==> src/rtl/fifo_stream_reader.sv <==
`default_nettype none
// ============================================================================
// Module   : fifo_stream_reader
// Purpose  : Read-side drain engine for an async FIFO (rd_clk domain). Pops
//            FIFO words, absorbs the one-cycle read latency in a 2-entry skid
//            buffer, presents a valid/ready stream framed into fixed-length
//            bursts, and keeps a running popped-word count.
// Revision : 1.0 - initial release
// ============================================================================
module fifo_stream_reader #(
  parameter int unsigned DATA_WIDTH  = 8,
  parameter int unsigned BURST_LEN   = 4,
  parameter int unsigned COUNT_WIDTH = 16
) (
  input  logic                   rd_clk,
  input  logic                   rd_rst_n,
  input  logic                   fifo_empty,
  output logic                   fifo_rd_en,
  input  logic [DATA_WIDTH-1:0]  fifo_rd_data,
  output logic                   out_valid,
  input  logic                   out_ready,
  output logic [DATA_WIDTH-1:0]  out_data,
  output logic                   out_last,
  output logic [COUNT_WIDTH-1:0] words_read
);

  // Index of the final word of a burst; BURST_LEN is limited to 1..255.
  localparam logic [7:0]             LAST_IDX  = 8'(BURST_LEN - 1);
  localparam logic [COUNT_WIDTH-1:0] COUNT_ONE = {{(COUNT_WIDTH-1){1'b0}}, 1'b1};

  logic [1:0]            occupancy;   // valid skid entries, head at slot0
  logic                  inflight;    // a FIFO read was issued last cycle
  logic [DATA_WIDTH-1:0] slot0;
  logic [DATA_WIDTH-1:0] slot1;
  logic [7:0]            burst_cnt;
  logic                  pop;
  logic [2:0]            level;       // occupancy after this cycle's capture/pop
  logic [1:0]            wr_slot;     // slot receiving the in-flight word

  assign pop       = out_valid & out_ready;
  // occupancy + inflight >= pop always holds, since pop needs occupancy >= 1.
  assign level     = {1'b0, occupancy} + {2'b00, inflight} - {2'b00, pop};
  // Only issue a read when the word it returns is guaranteed a free slot.
  // Held low while reset is asserted, even though the registers read zero.
  assign fifo_rd_en = rd_rst_n & ~fifo_empty & (level < 3'd2);
  assign wr_slot   = occupancy - {1'b0, pop};

  assign out_valid = (occupancy != 2'd0);
  assign out_data  = slot0;
  assign out_last  = out_valid & (burst_cnt == LAST_IDX);

  // Track the read issued last cycle and the skid buffer fill level.
  always_ff @(posedge rd_clk or negedge rd_rst_n) begin
    if (!rd_rst_n) begin
      inflight  <= 1'b0;
      occupancy <= 2'd0;
    end else begin
      inflight  <= fifo_rd_en;
      occupancy <= level[1:0];
    end
  end

  // Skid storage: shift on pop, then land the returning word in the first
  // free slot; the capture write deliberately overrides the shift into slot0.
  always_ff @(posedge rd_clk or negedge rd_rst_n) begin
    if (!rd_rst_n) begin
      slot0 <= '0;
      slot1 <= '0;
    end else begin
      if (pop) begin
        slot0 <= slot1;
      end
      if (inflight) begin
        if (wr_slot == 2'd0) begin
          slot0 <= fifo_rd_data;
        end else begin
          slot1 <= fifo_rd_data;
        end
      end
    end
  end

  // Burst position: count accepted words, wrapping after the last one.
  always_ff @(posedge rd_clk or negedge rd_rst_n) begin
    if (!rd_rst_n) begin
      burst_cnt <= 8'd0;
    end else if (pop) begin
      if (out_last) begin
        burst_cnt <= 8'd0;
      end else begin
        burst_cnt <= burst_cnt + 8'd1;
      end
    end
  end

  // Running count of FIFO pops, free-running modulo 2^COUNT_WIDTH.
  always_ff @(posedge rd_clk or negedge rd_rst_n) begin
    if (!rd_rst_n) begin
      words_read <= '0;
    end else if (fifo_rd_en) begin
      words_read <= words_read + COUNT_ONE;
    end
  end

  // A capture into a full buffer that is not draining would lose a word.
  always @(posedge rd_clk) begin
    if (rd_rst_n) begin
      assert (!(inflight && (occupancy == 2'd2) && !pop));
    end
  end

endmodule
`default_nettype wire

==> config.mk <==
export PLATFORM = sky130hd
export DESIGN_NAME = fifo_stream_reader
export DESIGN_NICKNAME = d
export VERILOG_FILES = /design/src/rtl/fifo_stream_reader.sv
export SDC_FILE = /design/constraint.sdc
export NUM_CORES = 1
export LEC_CHECK = 0
export ABC_AREA = 1
export BUFFER_PORTS_ARGS = -buffer_cell sky130_fd_sc_hd__buf_2
export CAP_MARGIN = 20
export CORE_ASPECT_RATIO = 2
export CORE_MARGIN = 5
export CORE_UTILIZATION = 35
export DETAILED_ROUTE_END_ITERATION = 8
export HOLD_SLACK_MARGIN = 0.06
export PLACE_DENSITY = 0.55
export SLEW_MARGIN = 25
export SYNTH_ARGS = -nofsm -noshare
export SYNTH_HDL_FRONTEND = slang
export SYNTH_SLANG_ARGS = --single-unit
export TNS_END_PERCENT = 50
==> constraint.sdc <==
create_clock -name rd_clk -period 3.85 [get_ports rd_clk]
set_clock_uncertainty 0.15 [all_clocks]
set_input_delay 0.385 -clock rd_clk [delete_from_list [all_inputs] [get_ports rd_clk]]
set_output_delay 0.385 -clock rd_clk [all_outputs]
set_load 0.03 [all_outputs]
==> key figures, run 1 <==
Outcome
  • Status: complete, no violations

Critical path
  • Worst path arrival time: 2.85 ns
  • Worst Setup Start Kind: flop
  • Required time of the critical path: 3.31 ns
  • Crit path max fanout: 17
  • Crit Path Class: reg2out
  • Capturing element type of the critical path: primary output

Yosys
  • Most used standard cell by instance count after synthesis: nand2_1
  • Post-synth EDFFs: 0
  • Post-synthesis sequential area ratio: 0.4639
  • Post-synth top cells: 80 x nand2_1, 43 x dfrtp_1, 35 x inv_1
  • Netlist Area Pre-Place: 2320 µm²
  • Register bit total from synthesis: 43
  • Syn Area/Cell: 8.497 µm²
  • Post-synth top flop: dfrtp_1
  • Post-Syn Nets: 289
  • Syn. warnings: 0
  • Async set-reset flop share out of synthesis: 1.000
  • Top cell type's share of synthesized area: 0.4639
  • Count of cell types in the netlist: 32
  • Synth Instances: 273
  • Top cells by area, synth: dfrtp_1 46%, nand2_1 13%, inv_1 5.7%
  • Leading area contributor after synthesis: dfrtp_1

Floorplan
  • Core area: 6569 µm²
  • IO Count: 39
  • Row count: 42
  • Initial Util: 0.3531
  • Die area: 8454 µm²
  • Die width: 67.57 µm
  • Die Y-Extent: 125.1 µm

STA
  • Post-route setup TNS: 0 ns
  • RSZ-0062 raised after global routing: no
  • Max Fclk: 295.5 MHz
  • Max_slew headroom: 0.6922
  • Final min period: 3.384 ns
  • Final Hold Viols: 0
  • Fin crit share: 0.8790
  • Worst-margin pin slew: 0.4617 ns
  • Setup-failing EPs final: 0
  • Slew Limit Fails: 0

Layout
  • Synthesis-to-finish area growth: 18.34%
  • Layout cells sized above 1: 0.2397
  • Final #Nets: 332
  • Final Cell Area: 2745 µm²
  • N_diodes: 0

Clock network
  • Clock insertion delay at the later pin of the skew report: 0.28 ns
  • TritonCTS clock tree: built
  • H-Tree Depth: 2
  • Hold_buf cts: 1
  • Worst-path clk slew: 0.06 ns
  • CTS buffer count: 5
  • Postcts setup bufs: 0
  • Root Buffer: clkbuf_16
  • Resize count post-CTS: 0
  • CTS sink cnt: 43
  • Clock Path Buffers: 2

Global routing
  • Initial antenna violation count: 0
  • Vias in the first global route: 2062
  • Largest net degree at the start of global routing: 36
  • Global Route Usage Sum: 0.1429
  • Global route overflow: 0
  • Global-route wire length before repair: 9183 µm

Drt
  • Final ANT Viol Nets: 0
  • Drt drc: 0
  • Initial DRC Count: 81
  • Vias per Instance: 4.662
  • Post-DR wirelength/cell: 12.83 µm
  • Routed WL: 5198 µm
  • DRT Pass-1 Iters: 4
  • Via count: 1888

Place
  • Detailed Place HPWL: 3941 µm
  • RD Place Congestion: 0.8599
  • Dpl cell area: 2579 µm²
  • PortBufs: 38

Flow run
  • Max cap viols: 0

Min path
  • Min-Delay Path Class: in2reg

Power
  • Leak Pwr: 1.432 nW
  • Pwr/cell area: 715.0 nW/µm²
  • Peak VDD IR: 387.0 µV
  • Overall power: 1.963 mW
==> report_power, final <==
| part | leakage (nW) | total [mW] | switching [mW] | internal [mW] |
|---|---|---|---|---|
| Clock | 0.0772 | 0.448 | 0.172 | 0.276 |
| Combinational | 0.818 | 0.776 | 0.519 | 0.256 |
| Sequential | 0.537 | 0.739 | 0.134 | 0.605 |
| Total | 1.43 | 1.96 | 0.825 | 1.14 |
==> cells by family (layout without fill, tap and decap cells) <==
group,after synthesis,after routing,share of synthesized area
AO/OA/AOI/OAI,27,27,0.07767
XOR/XNOR,12,12,0.04854
adder cells (fa/ha/maj),4,4,0.02481
buffers and inverters,42,86,0.08738
flip-flops,43,43,0.4639
AND/OR/NAND/NOR,145,145,0.2977
==> stage by stage <==
stage                     cells  utilization  hold WS (ns)  setup slack (ns)
after floorplan             273            -      -0.06059             1.155
after global placement      396       0.3926        0.1307            0.8050
after detailed placement    396       0.3926        0.1293            0.7501
after CTS                   405       0.4179        0.2103            0.4341
after global routing        405       0.4179        0.2192            0.2795
final                       405       0.4179        0.2128            0.4659
==> cell type report <==
cell class                 instances  area [µm²]
inverter                          37       146.4
fill                             686        3824
sequential                        43        1076
clock buffer                       8       156.4
tap                               88       110.1
multi-input combinational        188        1041
timing repair buffer              41       215.2
==> worst paths after layout <==
kind,from,cells past startpoint,end,slack [ns]
setup / recovery,occupancy[1]$_DFF_PN0_,11,fifo_rd_en,0.47
hold / removal,fifo_rd_data[5],3,out_data[5]$_DFF_PN0_,0.21
setup reg to reg,occupancy[1]$_DFF_PN0_,12,words_read[9]$_DFFE_PN0P_,0.97
hold reg to reg,slot1[6]$_DFFE_PN0P_,2,slot1[6]$_DFFE_PN0P_,0.34
max in group asynchronous,rd_rst_n,3,words_read[0]$_DFFE_PN0P_,2.45
min in group asynchronous,rd_rst_n,2,words_read[7]$_DFFE_PN0P_,0.36
==> per-layer routing <==
metal	vias up	wire [µm]	GRT usage
met5	-	0	0
met4	0	214	0.08134
met3	15	182	0.03501
met2	43	2822	0.2493
met1	891	1979	0.1475
li1	939	-	-
==> cell usage in the layout, fill, tap and decap left out, types with 2 or more instances in the layout <==
cell type and n:
dfrtp_1 43, nand3b_1 2, nor2_1 20, nor3_1 2
o21ai_2 5, nor2_2 4, nand3_2 3, nand2_1 80
clkbuf_16 5, o211ai_1 4, o21ai_1 2, nand2_8 2
inv_1 35, ha_1 3, nand4_1 7, nand3_1 12
buf_2 38, buf_4 2, xor2_1 10, o21ai_0 15
clkbuf_8 2, nand2_2 8
==> worst max-delay path: stages, from the launching register on <==
cell and delay, ns:
dfrtp_1 0.46, inv_4 0.10, nand2_8 0.10, nand2_8 0.10, or2_2 0.32, nand2_1 0.08, ha_1 0.16, fa_1 0.44
inv_1 0.09, nand3b_1 0.12, nor2_4 0.32, buf_2 0.27
==> sequential cells by signal (all words and copies together) (netlist names) <==
signal	count
slot1	8
words_read	16
inflight	1
out_data	8
burst_cnt	8
occupancy	2
Note: power is estimated with default switching activity, not from simulation.
==> run 2: changes to the inputs <==
- CTS_CLUSTER_DIAMETER: default -> 120
- PLACE_DENSITY: 0.55 -> 0.57
- clock period: 3.85 -> 2.85 ns (I/O delays scaled with it)
==> run 2 against run 1 <==
Compared with the run above:
- hold slack worse by 0.096 ns
- global-route usage decreased by 0.26 points
- flip-flop and latch count unchanged
- sequential power up 34%
- utilization increased by 0.86 points
- largest cell class unchanged
- clock-buffer cell count decreased by 2
- combinational power rose by 49%
- die area unchanged
- setup slack got worse by 0.32 ns
- design area is 2.1% higher
- critical path type unchanged
- wire length rose by 0.23%
- total power is 36% higher
==> key figures, run 2 (same netlist as run 1, synthesis figures left out) <==
Power
  • Clock share of power: 0.198 (-0.030)
  • Leak Pwr: 1.461 nW (+2.0%)
  • Part of the power in registers: 0.369 (-0.007)
  • Pwr/cell area: 954.2 nW/µm² (+33%)
  • Int Pwr: 1.570 mW (+38%)
  • Logic pwr share: 0.433 (+0.038)
  • Switch share: 0.4125 (-0.007809)
  • Sw power: 1.103 mW (+34%)
  • Peak VDD IR: 371.9 µV (-3.9%)

Clock network
  • Clock insertion delay at the later pin of the skew report: 0.28 ns (about the same)
  • Root Buffer: clkbuf_16
  • H-Tree Depth: 2 (unchanged)
  • Clock Path Buffers: 2 (unchanged)
  • CTS sink cnt: 43 (unchanged)
  • CTS buffer count: 5 (unchanged)
  • Worst-path clk slew: 0.05 ns (about the same)
  • TritonCTS clock tree: built

Layout
  • Register area: 1076 µm² (unchanged)
  • Largest Register: words_read
  • N_diodes: 0 (unchanged)
  • Final #Nets: 341 (+2.7%)
  • Layout cells sized above 1: 0.2623 (+0.02260)
  • Most common cell after layout, fill and taps aside: nand2_1
  • Synthesis-to-finish area growth: 20.77%
  • Commonest non-fill, non-tap cells in the layout: 80 x nand2_1, 43 x dfrtp_1, 37 x buf_2
  • Filler instances: 680 (-0.87%)
  • Max FFs per register: 16 (unchanged)
  • Multi-input logic area: 1051 µm² (+0.96%)

Critical path
  • Worst r2r path cells: 15 (+3)
  • Capturing element type of the critical path: primary output
  • Worst path slowest cell: fa_1
  • Required time of the critical path: 2.41 ns (-0.90 ns)
  • Worst Setup Start Kind: flop
  • CP Buf/Inv Count: 3 (unchanged)
  • Crit-path cells: inv_4 -> nand2_8 -> nand2_8 -> or2_4 -> nand2_1 -> ha_2 -> fa_1 -> inv_1 -> nand3b_1 -> nor2_4 -> buf_6
  • Worst path arrival time: 2.27 ns (-0.58 ns)
  • Crit Path Class: reg2out
  • Crit path max fanout: 4 (-13)
  • Crit-path leading delay family: simple AND/OR/NAND/NOR gates
  • Critical Path Max Stage Delay: 0.44 ns (-0.02 ns)
  • Crit-path most repeated cell: nand2_8
  • Crit path depth: 11 (unchanged)

STA
  • Max_slew headroom: 0.6862 (-0.006024)
  • Post-route setup TNS: 0 ns (unchanged)
  • Worst-margin pin slew: 0.4707 ns (+0.009037 ns)
  • Final min period: 2.707 ns
  • Slew Limit Fails: 0 (unchanged)
  • Setup-failing EPs final: 0 (unchanged)
  • Max Fclk: 369.4 MHz
  • Final Hold Viols: 0 (unchanged)
  • Setup WS post-layout: 0.1427 ns (-0.3232 ns)
  • Fin crit share: 0.9499
  • RSZ-0062 raised after global routing: no

Floorplan
  • Die Y-Extent: 125.1 µm (unchanged)
  • Row count: 42 (unchanged)
  • Initial Util: 0.3531 (unchanged)
  • Die area: 8454 µm² (unchanged)
  • Die width: 67.57 µm (unchanged)
  • IO Count: 39 (unchanged)
  • Core area: 6569 µm² (unchanged)

Drt
  • Final ANT Viol Nets: 0 (unchanged)
  • Drt drc: 0 (unchanged)
  • Via count: 1912 (+1.3%)
  • Vias per Instance: 4.641 (-0.45%)
  • Initial DRC Count: 106 (+31%)
  • Post-DR wirelength/cell: 12.65 µm (-1.5%)
  • Routed WL: 5210 µm (+0.23%)
  • DRT Pass-1 Iters: 4 (unchanged)

Outcome
  • Status: complete, no violations

Min path
  • Hold Path Stages: 3 (unchanged)
  • Min-Delay Path Class: in2reg

Place
  • Detailed Place HPWL: 3936 µm (-0.14%)
  • RD Place Congestion: 0.8863 (+3.1%)
  • PortBufs: 38 (unchanged)
  • Pre-CTS WS: 0.1625 ns (-0.5876 ns)

Global routing
  • Global route overflow: 0 (unchanged)
  • Initial antenna violation count: 0 (unchanged)
  • Vias in the first global route: 1915 (-7.1%)
  • Largest net degree at the start of global routing: 36 (unchanged)
  • Global-route wire length before repair: 9004 µm (-1.9%)
  • Global Route Usage Sum: 0.1403 (-0.002607)

Flow run
  • Max cap viols: 0 (unchanged)
==> run 2: changes by cell type in the layout (fill, tap and decap cells not counted), sizes merged <==
cell and change:
buf +9, clkbuf -2
==> run 2: worst paths after layout <==
kind | start | end | slack [ns]
worst max-delay path | occupancy[1]$_DFF_PN0_ | fifo_rd_en | 0.14
worst min-delay path | fifo_rd_data[4] | out_data[4]$_DFF_PN0_ | 0.12
worst max register to register | occupancy[1]$_DFF_PN0_ | words_read[12]$_DFFE_PN0P_ | 0.21
worst min register to register | slot1[4]$_DFFE_PN0P_ | slot1[4]$_DFFE_PN0P_ | 0.33
max in group asynchronous | rd_rst_n | burst_cnt[3]$_DFFE_PN0P_ | 1.54
min in group asynchronous | rd_rst_n | occupancy[0]$_DFF_PN0_ | 0.26
==> run 2: area by class of cell <==
cell class / count / share of cell area
clock buffers: 6 / 0.04600
inverters: 37 / 0.05226
multi-input cells: 188 / 0.3752
flip-flops and latches: 43 / 0.3841
well taps: 88 / 0.03930
repair buffers: 50 / 0.1032
==> run 2: power by group through the flow <==
stage | combinational (mW) | sequential (mW) | clock, mW
final | 1.16 | 0.987 | 0.529
after global routing | 1.30 | 1.02 | 0.577
after CTS | 1.10 | 0.989 | 0.552
after detailed placement | 1.08 | 0.997 | 0
after global placement | 1.07 | 0.991 | 0
after floorplan | 0.686 | 1.13 | 0
==> run 2: through the flow <==
step	util	hold WS, ns	cells	total power, mW	cell area, µm²
5_1_grt	0.4265	0.1225	412	2.900	2801
6_report	0.4265	0.1164	412	2.673	2801
3_3_place_gp	0.3960	0.03015	399	2.062	2601
2_1_floorplan	-	-0.1606	273	1.821	2320
3_5_place_dp	0.3960	0.02749	399	2.079	2601
4_1_cts	0.4187	0.1111	407	2.640	2750
==> run 2: layer usage <==
| metal | global-route usage | wire, µm | up-vias |
|---|---|---|---|
| li1 | - | - | 957 |
| met1 | 0.1598 | 1967 | 890 |
| met2 | 0.2338 | 2827 | 50 |
| met3 | 0.02603 | 217 | 15 |
| met4 | 0.08254 | 198 | 0 |
| met5 | 0 | 0 | - |
==> run 2: worst min-delay path, stage by stage <==
cell and delay [ns]:
buf_2 0.09, inv_1 0.07, o21ai_2 0.06
==> run 2: what timing repair did <==
| action | 4_1_cts | 5_1_grt |
|---|---|---|
| hold endpoints to repair | 8 | 0 |
| resized for setup | 1 | 5 |
| pin swaps | 1 | 3 |
| hold buffers | 1 | 0 |
| setup buffers | 1 | 5 |
| setup endpoints to repair | 1 | 7 |
